### config.mk
export PLATFORM = sky130hd
export DESIGN_NAME = mem_arbiter
export DESIGN_NICKNAME = d
export VERILOG_FILES = /design/src/rtl/mem_arb_pkg.sv /design/src/rtl/mem_arbiter_pick.sv /design/src/rtl/mem_arbiter.sv
export SDC_FILE = /design/constraint.sdc
export NUM_CORES = 1
export LEC_CHECK = 0
export CAP_MARGIN = 20
export CORE_AREA = 2 2 96 98
export DETAILED_ROUTE_END_ITERATION = 10
export DIE_AREA = 0 0 98 100
export PLACE_DENSITY = 0.77
export SLEW_MARGIN = 20
export SYNTH_ARGS = -nofsm -noshare
export SYNTH_HDL_FRONTEND = slang
export SYNTH_SLANG_ARGS = --single-unit
### constraint.sdc
create_clock -name clk -period 4.5 [get_ports clk]
set_input_delay 0.9 -clock clk [delete_from_list [all_inputs] [get_ports clk]]
set_output_delay 0.9 -clock clk [all_outputs]
set_load 0.05 [all_outputs]
### src/rtl/mem_arb_pkg.sv
// Shared types and constants for the single-port RAM arbiter.
// Round-robin arbitration is selected at build time with MEM_ARB_RR_EN.
package mem_arb_pkg;

    localparam int MEM_ARB_NUM_REQ = 3;
    localparam int MEM_ARB_ADDR_W  = 9;
    localparam int MEM_ARB_DATA_W  = 32;

    // Requester slots as wired at the CPU boundary.
    localparam int REQ_DATA   = 0;
    localparam int REQ_FETCH  = 1;
    localparam int REQ_LOADER = 2;

    typedef enum logic [1:0] {
        ST_IDLE   = 2'd0,
        ST_GRANT  = 2'd1,
        ST_LOCKED = 2'd2
    } arb_state_e;

    // Width of a requester index; a single-requester build still needs one bit.
    function automatic int idx_w(input int n);
        return (n > 1) ? $clog2(n) : 1;
    endfunction

endpackage

### src/rtl/mem_arbiter_pick.sv
// Combinational one-hot picker: first set request found scanning upward
// from i_base (wrapping), so i_base=0 gives lowest-index priority.
module arb_pick
    import mem_arb_pkg::*;
#(
    parameter  int N  = MEM_ARB_NUM_REQ,
    localparam int PW = idx_w(N)
) (
    input  logic [N-1:0]  i_req,
    input  logic [PW-1:0] i_base,
    output logic [N-1:0]  o_gnt
);

    logic          w_found;
    logic [PW-1:0] w_idx;

    always_comb begin
        o_gnt   = '0;
        w_found = 1'b0;
        w_idx   = '0;
        for (int k = 0; k < N; k++) begin
            w_idx = PW'((int'(i_base) + k) % N);
            if (!w_found && i_req[w_idx]) begin
                o_gnt[w_idx] = 1'b1;
                w_found      = 1'b1;
            end
        end
    end

endmodule

### src/rtl/mem_arbiter.sv
// Arbiter sharing one synchronous single-port RAM among NUM_REQ requesters.
// Registered one-hot grant with requester lock; MEM_ARB_RR_EN enables round-robin.
module mem_arbiter
    import mem_arb_pkg::*;
#(
    parameter int NUM_REQ    = MEM_ARB_NUM_REQ,
    parameter int ADDR_WIDTH = MEM_ARB_ADDR_W,
    parameter int DATA_WIDTH = MEM_ARB_DATA_W
) (
    input  logic                          clk,
    input  logic                          reset,
    input  logic [NUM_REQ-1:0]            req,
    input  logic [NUM_REQ-1:0]            lock,
    input  logic [NUM_REQ-1:0]            we,
    input  logic [NUM_REQ*ADDR_WIDTH-1:0] addr,
    input  logic [NUM_REQ*DATA_WIDTH-1:0] wdata,
    output logic [NUM_REQ-1:0]            gnt,
    output logic [NUM_REQ-1:0]            rvalid,
    output logic [DATA_WIDTH-1:0]         rdata,
    output logic                          ram_en,
    output logic                          ram_we,
    output logic [ADDR_WIDTH-1:0]         ram_addr,
    output logic [DATA_WIDTH-1:0]         ram_wdata,
    input  logic [DATA_WIDTH-1:0]         ram_rdata
);

    localparam int OW = idx_w(NUM_REQ);

    arb_state_e         r_state;
    logic [NUM_REQ-1:0] r_gnt;
    logic [NUM_REQ-1:0] r_rvalid;
    logic [NUM_REQ-1:0] w_acc;
    logic [NUM_REQ-1:0] w_pick;
    logic [OW-1:0]      w_owner;
    logic [OW-1:0]      w_base;
    logic               w_any;
    logic               w_hold;

    always_comb begin
        w_owner = '0;
        for (int i = 0; i < NUM_REQ; i++) begin
            if (r_gnt[i]) w_owner = OW'(i);
        end
    end

    // Grant only turns into a RAM access while the owner still requests.
    assign w_acc  = r_gnt & req;
    assign w_any  = |req;
    assign w_hold = |(w_acc & lock);

`ifdef MEM_ARB_RR_EN
    logic [OW-1:0] r_ptr;
    logic [OW-1:0] w_next_ptr;
    logic          w_ptr_upd;

    assign w_next_ptr = (w_owner == OW'(NUM_REQ - 1)) ? '0 : w_owner + OW'(1);
    assign w_ptr_upd  = (|w_acc) && (r_state != ST_LOCKED);
    // The search for the next grant already starts past this cycle's winner.
    assign w_base     = w_ptr_upd ? w_next_ptr : r_ptr;

    always_ff @(posedge clk or negedge reset) begin
        if (!reset) begin
            r_ptr <= '0;
        end else if (w_ptr_upd) begin
            r_ptr <= w_next_ptr;
        end
    end
`else
    assign w_base = '0;
`endif

    arb_pick #(.N(NUM_REQ)) u_pick (
        .i_req  (req),
        .i_base (w_base),
        .o_gnt  (w_pick)
    );

    always_ff @(posedge clk or negedge reset) begin
        if (!reset) begin
            r_state  <= ST_IDLE;
            r_gnt    <= '0;
            r_rvalid <= '0;
        end else begin
            r_rvalid <= w_acc & ~we;
            case (r_state)
                ST_IDLE: begin
                    if (w_any) begin
                        r_state <= ST_GRANT;
                        r_gnt   <= w_pick;
                    end
                end
                ST_GRANT, ST_LOCKED: begin
                    if (w_hold) begin
                        r_state <= ST_LOCKED;
                    end else if (w_any) begin
                        r_state <= ST_GRANT;
                        r_gnt   <= w_pick;
                    end else begin
                        r_state <= ST_IDLE;
                        r_gnt   <= '0;
                    end
                end
                default: begin
                    r_state <= ST_IDLE;
                    r_gnt   <= '0;
                end
            endcase
        end
    end

    always_comb begin
        ram_en    = 1'b0;
        ram_we    = 1'b0;
        ram_addr  = '0;
        ram_wdata = '0;
        if (|w_acc) begin
            ram_en    = 1'b1;
            ram_we    = we[w_owner];
            ram_addr  = addr[w_owner*ADDR_WIDTH +: ADDR_WIDTH];
            ram_wdata = wdata[w_owner*DATA_WIDTH +: DATA_WIDTH];
        end
    end

    assign gnt    = r_gnt;
    assign rvalid = r_rvalid;
    assign rdata  = ram_rdata;

    a_gnt_onehot: assert property (@(posedge clk) disable iff (!reset) $onehot0(r_gnt));
    a_rv_onehot:  assert property (@(posedge clk) disable iff (!reset) $onehot0(r_rvalid));

endmodule

Word-level counts from Yosys, hierarchy flattened
Index checks and enable logic that the tools add are counted.
{"block": "op_classes", "n_mul": 1, "magnitude_cmp": 1, "n_eq_ne": 4, "n_shift": 2, "mux": 21, "bitwise": 4, "reduce_logical": 10}
{"operator": "$shiftx A96 B8 Y32", "count": 1}
{"operator": "$mux W32", "count": 1}
{"operator": "$shiftx A27 B7 Y9", "count": 1}
{"operator": "$mux W3", "count": 4}
{"operator": "$and A3 B3 Y3", "count": 3}
{"operator": "$mux W9", "count": 1}
{"operator": "$reduce_or A3 Y1", "count": 3}
{"operator": "$mux W1", "count": 8}
{"operator": "$mux W2", "count": 4}
{"operator": "$mul A2 B4 Y6 const B", "count": 1}
{"operator": "$pmux W3 S2", "count": 1}
{"operator": "$ne A2 B2 Y1 const B", "count": 2}
{"operator": "$pmux W2 S2", "count": 1}
{"operator": "$lt A2 B3 Y1 const B", "count": 1}
{"operator": "$not A3 Y3", "count": 1}
{"operator": "$bmux W1 S2", "count": 1}
{"operator": "$eq A2 B1 Y1 const B", "count": 1}
{"operator": "$eq A2 B2 Y1 const B", "count": 1}
{"operator": "$logic_and A1 B1 Y1", "count": 2}
{"operator": "$logic_not A1 Y1", "count": 2}
{"operator": "$logic_not A2 Y1", "count": 1}
{"operator": "$reduce_and A2 Y1", "count": 1}
{"operator": "$reduce_or A2 Y1", "count": 1}
{"block": "word_totals", "regBits": 8, "output_inout_bits": 81, "elab_cells": 46}

Longest topological paths before layout
Gate-level depths: netlist of the first run.
{"block": "logic_depth", "depth_word": 10, "depth_mapped": 6, "depth_no_buf": 5}

Hierarchy
A second synthesis of the first run with hierarchy kept.
{"block": "hier_totals", "hier_cells": 303, "area_unflattened_um2": 2075.7}
{"mod": "mem_arbiter", "instances": 1, "cells_each": 267, "area_per_inst_um2": 1803.0, "seq_area_each_um2": 200.2}
{"mod": "arb_pick", "instances": 1, "cells_each": 36, "area_per_inst_um2": 272.8, "seq_area_each_um2": 0.0}

Least setup slack after synthesis of the first run
OpenSTA, ideal clock, no wires.
{"block": "synth_path", "kind": "input to output", "from": "in req[0]", "to": "out ram_addr[0]", "t_arrival_ns": 2.198, "setup_slack_ns": 1.402, "path_stages": 6, "n_path_buf": 3, "path_cell_list": "buf_6 -> nand2_1 -> and3_1 -> buf_2 -> buf_2 -> nor2_1"}
{"block": "synth_between", "elab_chain_len": 3}
{"item": "from (decl)", "line_no": "mem_arbiter.sv:12", "source": "input logic [NUM_REQ-1:0] req,"}
{"item": "$and A3 B3 Y3", "line_no": "mem_arbiter.sv:47", "source": "assign w_acc = r_gnt & req;"}
{"item": "$reduce_or A3 Y1", "line_no": "mem_arbiter.sv:116", "source": "if (|w_acc) begin"}
{"item": "$mux W9", "line_no": "mem_arbiter.sv:116"}
{"item": "to (decl)", "line_no": "mem_arbiter.sv:22", "source": "output logic [ADDR_WIDTH-1:0] ram_addr,"}
No other way between the ends.

Worst setup path after layout of the first run
{"block": "layout_path", "from": "in req[0]", "to": "out ram_addr[6]"}
Same word-level chain as after synthesis.

==> results of run 1 <==
==> worst min-delay path, cell delays in order, from the launching register on <==
cell,delay (ns)
dfrtp_1,0.34
inv_1,0.06
o2bb2ai_1,0.11
==> kinds of logic after synthesis <==
group / after synthesis / synth area share (%)
buf+inv: 54 / 19.78
flops: 8 / 10.95
simple gates: 62 / 14.65
mux: 84 / 48.87
fa+ha+maj: 2 / 1.369
compound gates: 8 / 4.381
==> routing by layer <==
layer | up-vias | part of all wire (%) | wire length (um)
met4 | 0 | 2.9 | 201
met2 | 113 | 52 | 3613
met3 | 26 | 8.2 | 563
li1 | 1006 | - | -
met1 | 978 | 37 | 2527
met5 | - | 0 | 0
==> stage by stage <==
| stage | util (%) | total power, mW | worst slack, ns | cells |
|---|---|---|---|---|
| 6_report | 39.66 | 1.525 | 0.5569 | 470 |
| 5_1_grt | 39.66 | 1.617 | 0.4778 | 470 |
| 4_1_cts | 39.66 | 1.548 | 0.5744 | 470 |
| 3_5_place_dp | 39.16 | 1.452 | 0.5698 | 466 |
| 3_3_place_gp | 39.16 | 1.433 | 0.6121 | 466 |
| 2_1_floorplan | - | 1.084 | 1.402 | 218 |
==> power by group through the flow <==
| stage | Clock [mW] | Combinational, mW | Sequential (mW) |
|---|---|---|---|
| 5_1_grt | 0.0986 | 1.37 | 0.153 |
| 6_report | 0.0890 | 1.29 | 0.147 |
| 3_5_place_dp | 0 | 1.30 | 0.150 |
| 4_1_cts | 0.0927 | 1.31 | 0.149 |
| 3_3_place_gp | 0 | 1.29 | 0.148 |
| 2_1_floorplan | 0 | 0.942 | 0.142 |
==> final timing paths <==
check / startpoint / to / slack, ns
min in group asynchronous: reset / rvalid[0] / 0.95
worst min-delay path: r_state[1] / r_state[1] / 0.55
worst min register to register: r_state[1] / r_state[1] / 0.55
worst max-delay path: req[0] / ram_addr[6] / 0.56
max in group asynchronous: reset / gnt[1] / 3.28
worst max register to register: r_state[0] / gnt[2] / 2.86
==> area by class of cell <==
type	count	area share, %
sequential	8	5.749
clock buffer	4	1.278
timing repair buffer	185	52.45
multi-input combinational	156	35.95
tap	111	3.939
inverter	6	0.6388
==> state kept, by name (all words and copies together) (netlist names) <==
signal   flops
gnt          3
rvalid       3
r_state      2
==> placed cells by master (no fill, tap or decap), types with 3 or more instances in the layout <==
master	synthesis	layout
buf_4	32	5
clkbuf_8	0	3
clkdlybuf4s50_1	0	179
dfrtp_1	8	6
inv_1	5	5
mux2_1	41	41
mux2i_1	42	42
nand2_1	4	4
nand3_1	4	4
nor2_1	46	46
==> results.ini, run 1 <==
[finish]
syn_to_final_growth_pct=92.88
n_antenna_cell=0
layout.nets=528
seq_area_um2=202.7
fill_cells=906
multiInputGateArea_mm2=0.001267
finalInstanceArea_mm2=0.003526
drive_gt1_share_pct=5.014

[setup_path]
worstPathMaxFanout=43
critPathBufInv=3
cp.required_ns=3.60
criticalPathCategory=in -> out
worstPathCellList=clkdlybuf4s50_1 -> nand2_1 -> and3_2 -> buf_12 -> nor2_1 -> clkdlybuf4s50_1
critPathMaxStageDelay_ns=0.82
rr_worst_depth=5
path_delay_family=buffers and inverters
worstPathArrival_ns=3.04
critPathSlowestCell=clkdlybuf4s50_1
cp-start-kind=input port
cp_common_cell=clkdlybuf4s50_1
end_kind=output pin
cp.depth=6

[place]
dp_hpwl_um=5781
gp_congestion=0.9089
io_buffers=182
dpl_cell_area_mm2=0.003481

[drt]
num_vias=2123
drt_iter0_markers=43
viasPerCell=4.517
wl_per_cell_um=14.69
dr.pass1.iters=4
drcViolationCount=0
ant_nets=0
drt_wl_total_um=6905

[global_route]
grtUsageMet2_pct=26.13
grt_pass1_wl_um=10560
met3_usage_pct=2.994
grtUsageMet1_pct=13.82
grt_pass1_vias=2174
gr-total-overflow=0
antenna_found_initial=0
track_usage_pct=13.34
grt.busiest_layer=met2
grt_max_degree=44

[sta]
tightest_slew_ns=0.5935
hold_viol=0
fin_tns_setup_ns=0
holdWs_ns=0.5505
fin_crit_ns=3.943
setup_violations=0
fin_worst_skew_ns=0.003041
slew-limit-headroom_pct=60.43
slew_violations=0
rsz0062_at_grt=false
finalCritPeriodShare_pct=87.62
fmax_mhz=253.6

[floorplanning]
die_y_um=100
dieArea_mm2=0.009800
coreArea_mm2=0.008890
row_count=35
initial_core_util_pct=20.56
pin_count=247
die_w_um=98

[power]
ir_drop_mv=0.2697
combinationalPowerShare_pct=84.5
clkPwrFrac_pct=5.8
total_leakage_power_nw=1.298
internal_power_uw=684.2
p_switching_uw=840.8
p_sw_share_pct=55.13
power_density_mw_per_mm2=432.5
p_seq_share_pct=9.6

[hold_path]
hp-class=reg -> reg
hold_depth=2

[synthesis]
synth_top_area_share_pct=25.26
yosysTopAreaCell=mux2_1
synth_area_leaders=mux2_1, mux2i_1, buf_4
synth_cells=218
ys_seq_area_share_pct=10.95
synth_commonest_cells=nor2_1, mux2i_1, mux2_1
syn_area_mm2=0.001828
synthArstFlopShare_pct=100.0
yosys_warnings=0
syn_nets=386
synth-edff-count=0
yosys.cell_count.top_type=nor2_1
ys.flop_type=dfrtp_1
ys_seq_elements=8
syn_area_per_cell_um2=8.385
synth_cell_types=27

[job]
cap_violations=0

[cts]
numCtsBuffers=3
cts_resized=0
clockBufferDepth=2
cts_tree=done
root_buffer=clkbuf_8
cts_hold_buffers=0
cts_setup_buffers=0
insertion_delay_ns=0.23
cts.sink_count=8
clkTransAtPathRegs_ns=0.04
h-tree-depth=1

[status]
status=complete, no violations

(Power assumes the default switching activity.)
==> run 2: changes to the inputs <==
- CELL_PAD_IN_SITES_DETAIL_PLACEMENT: not set -> 1
- CELL_PAD_IN_SITES_GLOBAL_PLACEMENT: not set -> 2
- CORE_AREA: 2 2 96 98 -> not set
- CORE_MARGIN: not set -> 2
- CORE_UTILIZATION: not set -> 12
- DIE_AREA: 0 0 98 100 -> not set
- PLACE_DENSITY: 0.77 -> 0.95
==> results.ini, run 2 (synthesized netlist as in run 1, its figures left out) <==
[status]
status=complete, no violations

[cts]
root_buffer=clkbuf_16
cts.sink_count=8  ; unchanged
insertion_delay_ns=0.24  ; about the same
clkTransAtPathRegs_ns=0.04  ; about the same
cts_resized=0  ; unchanged
h-tree-depth=1  ; unchanged
cts_setup_buffers=0  ; unchanged
clockBufferDepth=2  ; unchanged
cts_tree=done
numCtsBuffers=3  ; unchanged
cts_hold_buffers=0  ; unchanged

[finish]
syn_to_final_growth_pct=99.32
layout.nets=527  ; -0.19%
final_common_cell=clkdlybuf4s50_1
mostFrequentLayoutCells=clkdlybuf4s50_1, nor2_1, mux2i_1, mux2_1, dfrtp_1
n_antenna_cell=0  ; unchanged
finalInstanceArea_mm2=0.003643  ; +3.3%
drive_gt1_share_pct=3.911  ; -1.1 points

[setup_path]
reg2reg_setup_slack_ns=2.58  ; -0.28 ns
criticalPathCategory=in -> out
rr_worst_depth=4  ; -1
worstPathArrival_ns=3.32  ; +0.28 ns
worstPathMaxFanout=43  ; unchanged
r2r_start=gnt[2]
cp-startpoint=req[0]
cp-start-kind=input port
worstReg2RegEnd=gnt[2]
end_kind=output pin
cp.required_ns=3.60  ; about the same
crit_path_end=ram_wdata[28]

[power]
ir_drop_mv=0.1989  ; -26%
p_seq_share_pct=8.7  ; -0.9 points
p_sw_share_pct=54.48  ; -0.66 points
power_density_mw_per_mm2=440.9  ; +1.9%
combinationalPowerShare_pct=81.4  ; -3.1 points
total_leakage_power_nw=1.298  ; about the same
clkPwrFrac_pct=9.9  ; +4.1 points
internal_power_uw=731.3  ; +6.9%
p_switching_uw=875.2  ; +4.1%

[sta]
fmax_mhz=236.8  ; -6.6%
worst_slack_ns=0.2778  ; -0.2791 ns
tightest_slew_ns=0.8987  ; +0.3052 ns
fin_crit_ns=4.222  ; +0.2791 ns
slew-limit-headroom_pct=40.08  ; -20 points
slew_violations=0  ; unchanged
rsz0062_at_grt=false
setup_violations=0  ; unchanged
fin_tns_setup_ns=0  ; unchanged
fin_worst_skew_ns=0.003368  ; +0.0003264 ns
finalCritPeriodShare_pct=93.83  ; +6.2 points
hold_viol=0  ; unchanged

[place]
io_buffers=182  ; unchanged
dp_hpwl_um=6254  ; +8.2%
gp_congestion=0.7977  ; -12%
dpl_cell_area_mm2=0.003565  ; +2.4%
dp_slack_ns=0.1884  ; -0.3814 ns

[hold_path]
worstHoldStart=gnt[2]
hold_depth=2  ; unchanged
hp-class=reg -> reg

[floorplanning]
initial_core_util_pct=12.16  ; -8.4 points
row_count=45  ; +29%
pin_count=247  ; unchanged
die_w_um=127.4  ; +30%
die_y_um=127.4  ; +27%
dieArea_mm2=0.01624  ; +66%
coreArea_mm2=0.01503  ; +69%

[drt]
drcViolationCount=0  ; unchanged
wl_met1_um=3043  ; +20%
top_layer_used=met4
viasPerCell=3.956  ; -12%
route.met2.wl_um=4030  ; +12%
dr_wl_met3_um=728  ; +29%
drt_iter0_markers=76  ; +77%
dr.pass1.iters=4  ; unchanged
ant_nets=0  ; unchanged
num_vias=2160  ; +1.7%
wl_per_cell_um=14.51  ; -1.2%
drt_wl_total_um=7925  ; +15%

[job]
cap_violations=0  ; unchanged

[global_route]
grt_pass1_vias=2312  ; +6.3%
track_usage_pct=8.698  ; -4.6 points
grt_max_degree=46  ; +4.5%
grt_pass1_wl_um=11470  ; +8.6%
gr-total-overflow=0  ; unchanged
antenna_found_initial=0  ; unchanged

[run 2: cell count changes in the layout (fill, tap and decap cells not counted), sizes merged]
cell / before / now
buf: 6 / 2
clkdlybuf4s50: 179 / 182
[run 2: how the worst min path moves through the flow]
stage,endpoint,slack [ns]
final,rvalid[2],0.53
after CTS,rvalid[2],0.54
after floorplan,r_state[1],0.51
after global placement,rvalid[2],0.52
after detailed placement,rvalid[2],0.53
after global routing,rvalid[2],0.55
[run 2: routing by layer]
metal,GRT usage [%],vias to the layer above
met4,1.551,0
li1,-,1004
met2,17.46,133
met5,0,-
met1,9.125,1011
met3,2.136,12
[run 2: layout make-up]
cell class	count	area (um^2)
clock buffer	4	78.83
sequential	8	202.7
fill	1767	11390
inverter	6	22.52
multi-input combinational	156	1267
tap	188	235.2
timing repair buffer	184	1837
[run 2: worst max-delay path: stages]
cell and delay (ns):
clkdlybuf4s50_1 0.56, nand2_1 0.16, and3_2 0.80, nor2_1 0.12
clkdlybuf4s50_1 0.75
[run 2: through the flow]
stage | util [%] | total power, mW | hold WS [ns] | cells
floorplan | - | 1.084 | 0.5088 | 218
global placement | 23.71 | 1.431 | 0.5245 | 542
detailed placement | 23.71 | 1.464 | 0.5251 | 542
CTS | 24.24 | 1.632 | 0.5407 | 546
global route | 24.24 | 1.696 | 0.5528 | 546
finish | 24.24 | 1.606 | 0.5326 | 546
[run 2: power groups by stage]
stage	registers (mW)	logic (mW)	clock network (mW)
after floorplan	0.142	0.942	0
after global placement	0.141	1.29	0
after detailed placement	0.143	1.32	0
after CTS	0.143	1.33	0.161
after global routing	0.146	1.38	0.164
final	0.140	1.31	0.159
